<file path="src/rtl/fifo_wr_arbiter_if.sv">
// fifo_wr_arbiter_if: producer request bus and FIFO write port seen by the write arbiter
interface fifo_wr_arbiter_if #(
  parameter int NUM_REQ    = 4,
  parameter int DATA_WIDTH = 8
);
  logic [NUM_REQ-1:0]            REQ;
  logic [NUM_REQ*DATA_WIDTH-1:0] REQ_DATA;
  logic [NUM_REQ-1:0]            GNT;
  logic [NUM_REQ-1:0]            ACK;
  logic                          FIFO_FULL;
  logic                          FIFO_WR_EN;
  logic [DATA_WIDTH-1:0]         FIFO_DATA_IN;
  modport master (
    input  REQ, REQ_DATA, FIFO_FULL,
    output GNT, ACK, FIFO_WR_EN, FIFO_DATA_IN
  );
  modport slave (
    output REQ, REQ_DATA, FIFO_FULL,
    input  GNT, ACK, FIFO_WR_EN, FIFO_DATA_IN
  );
endinterface

</file>
<file path="src/rtl/fifo_wr_arbiter.sv">
// fifo_wr_arbiter: round-robin burst write arbiter in front of a shared FIFO write port
module fifo_wr_arbiter #(
  parameter int NUM_REQ    = 4,
  parameter int DATA_WIDTH = 8,
  parameter int MAX_BURST  = 4,
  localparam int IDX_W     = $clog2(NUM_REQ),
  localparam int CW        = $clog2(MAX_BURST + 1)
) (
  input logic FCLK,
  input logic FRST,
  fifo_wr_arbiter_if.master bus
);
  typedef enum logic {IDLE, BUSY} state_t;
  state_t           state_q, state_d;
  logic [IDX_W-1:0] rr_ptr_q, rr_ptr_d, owner_q, owner_d, pick, k;
  logic [CW-1:0]    burst_cnt_q, burst_cnt_d;
  logic             found, busy, xfer;
  logic [NUM_REQ-1:0] owner_oh;
  assign busy     = state_q == BUSY;
  assign owner_oh = NUM_REQ'(1) << owner_q;
  assign xfer     = busy && bus.REQ[owner_q] && !bus.FIFO_FULL && !FRST;
  assign bus.GNT          = (busy && !FRST) ? owner_oh : '0;
  assign bus.ACK          = xfer ? owner_oh : '0;
  assign bus.FIFO_WR_EN   = xfer;
  assign bus.FIFO_DATA_IN = busy ? bus.REQ_DATA[owner_q*DATA_WIDTH +: DATA_WIDTH] : '0;
  always_comb begin
    pick  = rr_ptr_q;
    found = 1'b0;
    k     = '0;
    for (int i = 0; i < NUM_REQ; i++) begin
      k = IDX_W'((int'(rr_ptr_q) + i) % NUM_REQ);
      if (!found && bus.REQ[k]) begin
        pick  = k;
        found = 1'b1;
      end
    end
    state_d     = state_q;
    rr_ptr_d    = rr_ptr_q;
    owner_d     = owner_q;
    burst_cnt_d = burst_cnt_q;
    if (!busy) begin
      if (found) begin
        state_d     = BUSY;
        owner_d     = pick;
        burst_cnt_d = '0;
      end
    end else if (!bus.REQ[owner_q] || (xfer && burst_cnt_q == CW'(MAX_BURST - 1))) begin
      // releasing owner drops to lowest priority for the next arbitration
      state_d     = IDLE;
      rr_ptr_d    = IDX_W'((int'(owner_q) + 1) % NUM_REQ);
      burst_cnt_d = '0;
    end else if (xfer) begin
      burst_cnt_d = burst_cnt_q + 1'b1;
    end
  end
  always_ff @(posedge FCLK) begin
    if (FRST) begin
      state_q     <= IDLE;
      rr_ptr_q    <= '0;
      owner_q     <= '0;
      burst_cnt_q <= '0;
    end else begin
      state_q     <= state_d;
      rr_ptr_q    <= rr_ptr_d;
      owner_q     <= owner_d;
      burst_cnt_q <= burst_cnt_d;
    end
  end
endmodule

</file>
<file path="src/flat_wrapper.sv">
// flat-port wrapper written by rule: the top's interface ports become plain ports
module fifo_wr_arbiter_flat 
#(
  parameter int NUM_REQ    = 4,
  parameter int DATA_WIDTH = 8,
  parameter int MAX_BURST  = 4,
  localparam int IDX_W     = $clog2(NUM_REQ),
  localparam int CW        = $clog2(MAX_BURST + 1)
)
  (FCLK, FRST, bus_REQ, bus_REQ_DATA, bus_FIFO_FULL, bus_GNT, bus_ACK, bus_FIFO_WR_EN, bus_FIFO_DATA_IN);
  fifo_wr_arbiter_if #(.NUM_REQ(NUM_REQ), .DATA_WIDTH(DATA_WIDTH)) bus_i ();
  input logic FCLK;
  input logic FRST;
  input wire logic [$bits(bus_i.REQ)-1:0] bus_REQ;
  input wire logic [$bits(bus_i.REQ_DATA)-1:0] bus_REQ_DATA;
  input wire logic [$bits(bus_i.FIFO_FULL)-1:0] bus_FIFO_FULL;
  output wire logic [$bits(bus_i.GNT)-1:0] bus_GNT;
  output wire logic [$bits(bus_i.ACK)-1:0] bus_ACK;
  output wire logic [$bits(bus_i.FIFO_WR_EN)-1:0] bus_FIFO_WR_EN;
  output wire logic [$bits(bus_i.FIFO_DATA_IN)-1:0] bus_FIFO_DATA_IN;
  assign bus_i.REQ = bus_REQ;
  assign bus_i.REQ_DATA = bus_REQ_DATA;
  assign bus_i.FIFO_FULL = bus_FIFO_FULL;
  assign bus_GNT = bus_i.GNT;
  assign bus_ACK = bus_i.ACK;
  assign bus_FIFO_WR_EN = bus_i.FIFO_WR_EN;
  assign bus_FIFO_DATA_IN = bus_i.FIFO_DATA_IN;
  fifo_wr_arbiter #(.NUM_REQ(NUM_REQ), .DATA_WIDTH(DATA_WIDTH), .MAX_BURST(MAX_BURST)) u_core (.FCLK(FCLK), .FRST(FRST), .bus(bus_i));
endmodule
</file>
<file path="config.mk">
export PLATFORM = sky130hd
export DESIGN_NAME = fifo_wr_arbiter_flat
export DESIGN_NICKNAME = d
export VERILOG_FILES = /design/src/rtl/fifo_wr_arbiter_if.sv /design/src/rtl/fifo_wr_arbiter.sv /design/src/flat_wrapper.sv
export SDC_FILE = /design/constraint.sdc
export NUM_CORES = 1
export LEC_CHECK = 0
export ABC_AREA = 1
export CAP_MARGIN = 20
export CORE_UTILIZATION = 25
export DETAILED_ROUTE_END_ITERATION = 7
export PLACE_DENSITY = 0.56
export SLEW_MARGIN = 40
export SYNTH_ARGS = -nofsm -noshare
export SYNTH_HDL_FRONTEND = slang
export SYNTH_SLANG_ARGS = --single-unit
</file>
<file path="constraint.sdc">
create_clock -name FCLK -period 1.5 [get_ports FCLK]
set_clock_uncertainty 0.2 [all_clocks]
set_input_delay 0.15 -clock FCLK [delete_from_list [all_inputs] [get_ports FCLK]]
set_output_delay 0.15 -clock FCLK [all_outputs]
set_load 0.005 [all_outputs]
</file>
# Word level (Yosys, flattened, before mapping)
# Cells that the tools add are included.
[word_totals]
regBits = 8
input_bits = 39
elab_cells = 65
output_inout_bits = 17
[op_classes]
eq_ne = 2
n_addsub = 5
n_reduce_logical = 19
shifts = 2
n_bitwise = 1
order_cmp = 5
n_mux = 27
[op_table]
columns = ["operator", "n"]
rows = [
  ["32-bit by 6-bit indexed part select with 8-bit output", 1],
  ["2-bit by 3-bit < comparator with 1-bit output (second input constant)", 5],
  ["1-bit 2-to-1 mux", 12],
  ["3-bit 2-to-1 mux", 4],
  ["1-bit binary-select mux with 2-bit select", 5],
  ["1-bit logical AND", 8],
  ["4-bit 2-to-1 mux", 2],
  ["8-bit 2-to-1 mux", 1],
  ["1-bit logical NOT", 6],
  ["2-bit 2-to-1 mux", 3],
  ["2-bit AND reduction", 3],
  ["2-bit by 1-bit adder with 2-bit output (second input constant)", 2],
  ["2-bit adder (second input constant)", 2],
  ["1-bit by 2-bit left shift with 4-bit output (first input constant)", 1],
  ["3-bit by 1-bit adder with 3-bit output (second input constant)", 1],
  ["3-bit by 2-bit == test with 1-bit output (second input constant)", 1],
  ["3-bit != test (second input constant)", 1],
  ["2-bit nonzero test", 1],
  ["1-bit logical OR", 1],
  ["1-bit inverter", 1],
]

# Logic depth before layout (Yosys ltp)
[logic_depth]
depth_word = 14
mapped_depth = 13
depth_no_buf = 12

# Least setup slack after synthesis
# OpenSTA, ideal clock, no wires.
[synth_path]
kind = "register -> register"
from = "reg u_core.owner_q[1]"
to = "reg u_core.rr_ptr_q[1]"
path_stages_with_launch = 7
arrival_time_ps = 1325
required_time_ps = 1182
period_less_slack_ps = 1643
setup_slack_ps = -143
path_buffers = 2
setup_ps = 118
path_cell_list = "dfxtp_1 buf_2 inv_1 clkbuf_1 ha_1 nor3_1 nor2_1"
[synth_via]
elab_chain_cells = 8
word_cells_on_any_way = 10
classes_between = "add/sub (1); mux (2); reduce/logical (7)"
[synth_rtl]
columns = ["item", "line_no", "text"]
rows = [
  ["start, declared", "fifo_wr_arbiter.sv:15", "logic [IDX_W-1:0] rr_ptr_q, rr_ptr_d, owner_q, owner_d, pick, k;"],
  ["start signal, assigned", "fifo_wr_arbiter.sv:65", "owner_q <= owner_d;"],
  ["1-bit binary-select mux with 2-bit select", "fifo_wr_arbiter.sv:21, fifo_wr_arbiter.sv:47", ""],
  ["1-bit 2-to-1 mux (not written as such)", "fifo_wr_arbiter.sv:21, fifo_wr_arbiter.sv:47", ""],
  ["1-bit logical AND (3 in a row)", "fifo_wr_arbiter.sv:21", "assign xfer = busy && bus.REQ[owner_q] && !bus.FIFO_FULL && !FRST;"],
  ["1-bit logical AND", "fifo_wr_arbiter.sv:47", "end else if (!bus.REQ[owner_q] || (xfer && burst_cnt_q == CW'(MAX_BURST - 1))) begin"],
  ["1-bit logical OR", "fifo_wr_arbiter.sv:47", ""],
  ["2-bit AND reduction (no source line)", "n/a", ""],
  ["end signal, assigned", "fifo_wr_arbiter.sv:64", "rr_ptr_q <= rr_ptr_d;"],
  ["end, declared", "fifo_wr_arbiter.sv:15", ""],
]
# Parallel ways exist; a longest one is shown, timed or not. The select of a mux whose other input is x is not followed.
# A chain may end at the register's enable or synchronous reset.

# Worst setup path after layout
[layout_path]
from = "reg u_core.owner_q[0]"
to = "out bus_FIFO_DATA_IN[3]"
[layout_via]
elab_chain_cells = 2
[layout_rtl]
columns = ["item", "line_no", "text"]
rows = [
  ["32-bit by 6-bit indexed part select with 8-bit output", "fifo_wr_arbiter.sv:25", "assign bus.FIFO_DATA_IN = busy ? bus.REQ_DATA[owner_q*DATA_WIDTH +: DATA_WIDTH] : '0;"],
  ["8-bit 2-to-1 mux", "fifo_wr_arbiter.sv:25", ""],
  ["end, declared", "flat_wrapper.sv:20", "output wire logic [$bits(bus_i.FIFO_DATA_IN)-1:0] bus_FIFO_DATA_IN;"],
]
# Every way passes these cells.

==> qor.yml <==
finish:
  fillers: 396
  diodes: 0
  drive_above_1_share_pct: 45.4
  final_area_sq_mm: 0.00237
  areaGrowthSynthToFinish_pct: 113
  final_net_count: 351
route:
  avgRoutedWirePerCell_um: 11.7
  first_iter_violations: 48
  drc: 0
  finalWirelength_um: 4130
  num_vias: 1598
  drtPass1Iterations: 4
  ant_nets: 0
  viasPerCell: 4.51
global_route:
  grt-ovfl-total: 0
  grt_pass1_wl_um: 5960
  grt_pass1_vias: 1399
  grt_antenna_before_repair: 0
  grtUsageTotal_pct: 16.4
  grt_max_degree: 12
cts:
  cts_sinks: 8
  htree_num_levels: 1
  clk_latency_ns: 0.24
  cts_tree: "done"
  clock_tree.root_cell: "clkbuf_8"
  cts_buffers: 3
  clockBufferDepth: 2
  cts.clk_slew.worst_paths_ns: 0.04
floorplan:
  die_h_um: 68.8
  io_pins: 56
  start_util_pct: 26.9
  die_area_sq_mm: 0.00474
  die_width_um: 68.8
  core-area_sq_mm: 0.00414
  rows: 23
sta:
  hold_viol: 0
  tightest_slew_ns: 0.177
  rsz0062_at_grt: "true"
  relSlewSlack_pct: 88.1
  fin_crit_sh_pct: 113
  setup_viol: 25
  slew_violations: 0
  min_period_ns: 1.70
  worst_slack_ns: -0.195
  fmax_ghz: 0.590
  hold-worst-slack_ns: 0.0716
critical_path:
  path_class: "register to output port"
  cp-end-kind: "output port"
  critPathMaxFanout: 6
  start_kind: "register"
  critPathRequiredTime_ns: 1.15
  cp.arrival_ns: 1.35
  rrSetupSlack_ns: -0.16
yosys:
  synth_top_family_by_area: "simple AND/OR/NAND/NOR gates"
  synth_area_per_cell_sq_um: 5.31
  synthAdderAreaFrac_pct: 6.73
  synthesis.nets: 255
  ys_top_cells_by_area: "nor2_1 (17%), nand2_1 (15%), dfxtp_1 (14%)"
  synth-xor-area-share_pct: 0.785
  synth_top_area_cell: "nor2_1"
  synth-compound-area-share_pct: 16.8
  syn_area_sq_mm: 0.00112
  ys_ff_latch: 8
  syn_inst: 210
  yosys-top-cells-count: "nor2_1 (50), nand2_1 (46), inv_1 (19), o21ai_0 (18), nand3_1 (14)"
  synth_edf_count: 0
  synth_warnings: 0
  synth_mux_area_share_pct: 0
  synth_flop_cell: "dfxtp_1"
  synthArstFlopShare_pct: 0
  ys_types: 25
  yosys.area_share.simple_pct: 47.5
  ys_seq_area_share_pct: 14.3
  synth.top_cell.area_share_pct: 16.8
  synth.most_common_cell: "nor2_1"
min_path:
  hp-class: "primary input to register"
pwr:
  power_leakage_nw: 1.13
  power_density_mw_per_mm2: 1730
  irDropWorstVdd_v: 0.000619
  power_w: 0.00410
status:
  violations: "negative setup slack"
  status: "finished, violations left"
placed_design:
  hpwl_um: 2870
  placed_cell_area_sq_mm: 0.00190
  io_buffers: 55
  gp_congestion: 0.853
flow_run:
  maxCapViolCount: 0
[kinds of logic (layout without fill, tap and decap cells)]
logic type,count (synthesis),count (layout)
AO/OA/AOI/OAI,36,36
XOR/XNOR,1,1
adder cells (fa/ha/maj),6,6
buffers and inverters,35,129
flip-flops,8,8
AND/OR/NAND/NOR,124,124
[power by group]
group          internal (W)  switching (W)
Combinational       0.00167        0.00173
Clock              0.000174      0.0000906
Sequential         0.000320       0.000121
Total               0.00216        0.00194
[state kept, by name, summed over array words and instances, names as in the netlist]
signal / cells
u_core.busy: 1
u_core.owner_q: 2
u_core.rr_ptr_q: 2
u_core.burst_cnt_q: 3
[metrics by stage]
stage,std cells,setup slack [ns],TNS [ns],util [%]
after floorplan,210,-0.0287,-0.0563,-
after global placement,335,-0.588,-10.03,45.7
after detailed placement,335,-0.617,-10.44,45.7
after CTS,349,-0.203,-3.47,53.4
after global routing,354,-0.288,-5.33,57.3
final,354,-0.195,-3.17,57.3
[worst max-delay path, cell delays in order (launching register included)]
cell     delay [ns]
dfxtp_4        0.38
buf_6          0.13
buf_8          0.11
nor2_1         0.04
nor2_1         0.07
o21ai_1        0.06
a21oi_1        0.17
buf_2          0.14
[layout make-up]
cell class                      instances  area (sq um)  share of cell area [%]
Tap cell                               50          62.6                    2.63
Inverter                               26           114                    4.79
Clock buffer                            3          41.3                    1.74
Multi-Input combinational cell        167          1080                    45.5
Sequential cell                         8           176                    7.43
Timing Repair Buffer                  100           900                    37.9
[routing by layer]
metal	part of all wire (%)	GRT usage [%]	routed length, um
met3	7.8	2.14	321
met4	0.51	4.59	21
met1	43	19.7	1780
met5	0	0	0
met2	49	30.0	2010
[worst paths after layout]
| kind | startpoint | to | cells past startpoint |
|---|---|---|---|
| max | u_core.owner_q[0] | bus_FIFO_DATA_IN[3] | 7 |
| min | FRST | u_core.busy | 3 |
| max reg2reg | u_core.rr_ptr_q[1] | u_core.burst_cnt_q[1] | 10 |
| min reg2reg | u_core.burst_cnt_q[1] | u_core.burst_cnt_q[1] | 2 |
[placed cells by master (no fill, tap or decap), drive strengths merged]
cell	instances
dfxtp	8
ha	6
clkdlybuf4s50	33
o21ai	23
buf	61
clkinv	2
nand3	15
dlygate4sd2	5
nor3	1
xor2	1
a21oi	13
nand2	56
clkbuf	3
nor2	51
nand4	1
dlymetal6s2s	1
inv	24
[repair_timing]
action                                  CTS  global route
buffers inserted                         10             5
resized for setup                       153            38
endpoints found under the setup margin   25            25
hold buffers                              0             0
gates cloned                              1             0
pin swaps                                34            32
No activity file was read; power rests on OpenSTA's default activity.
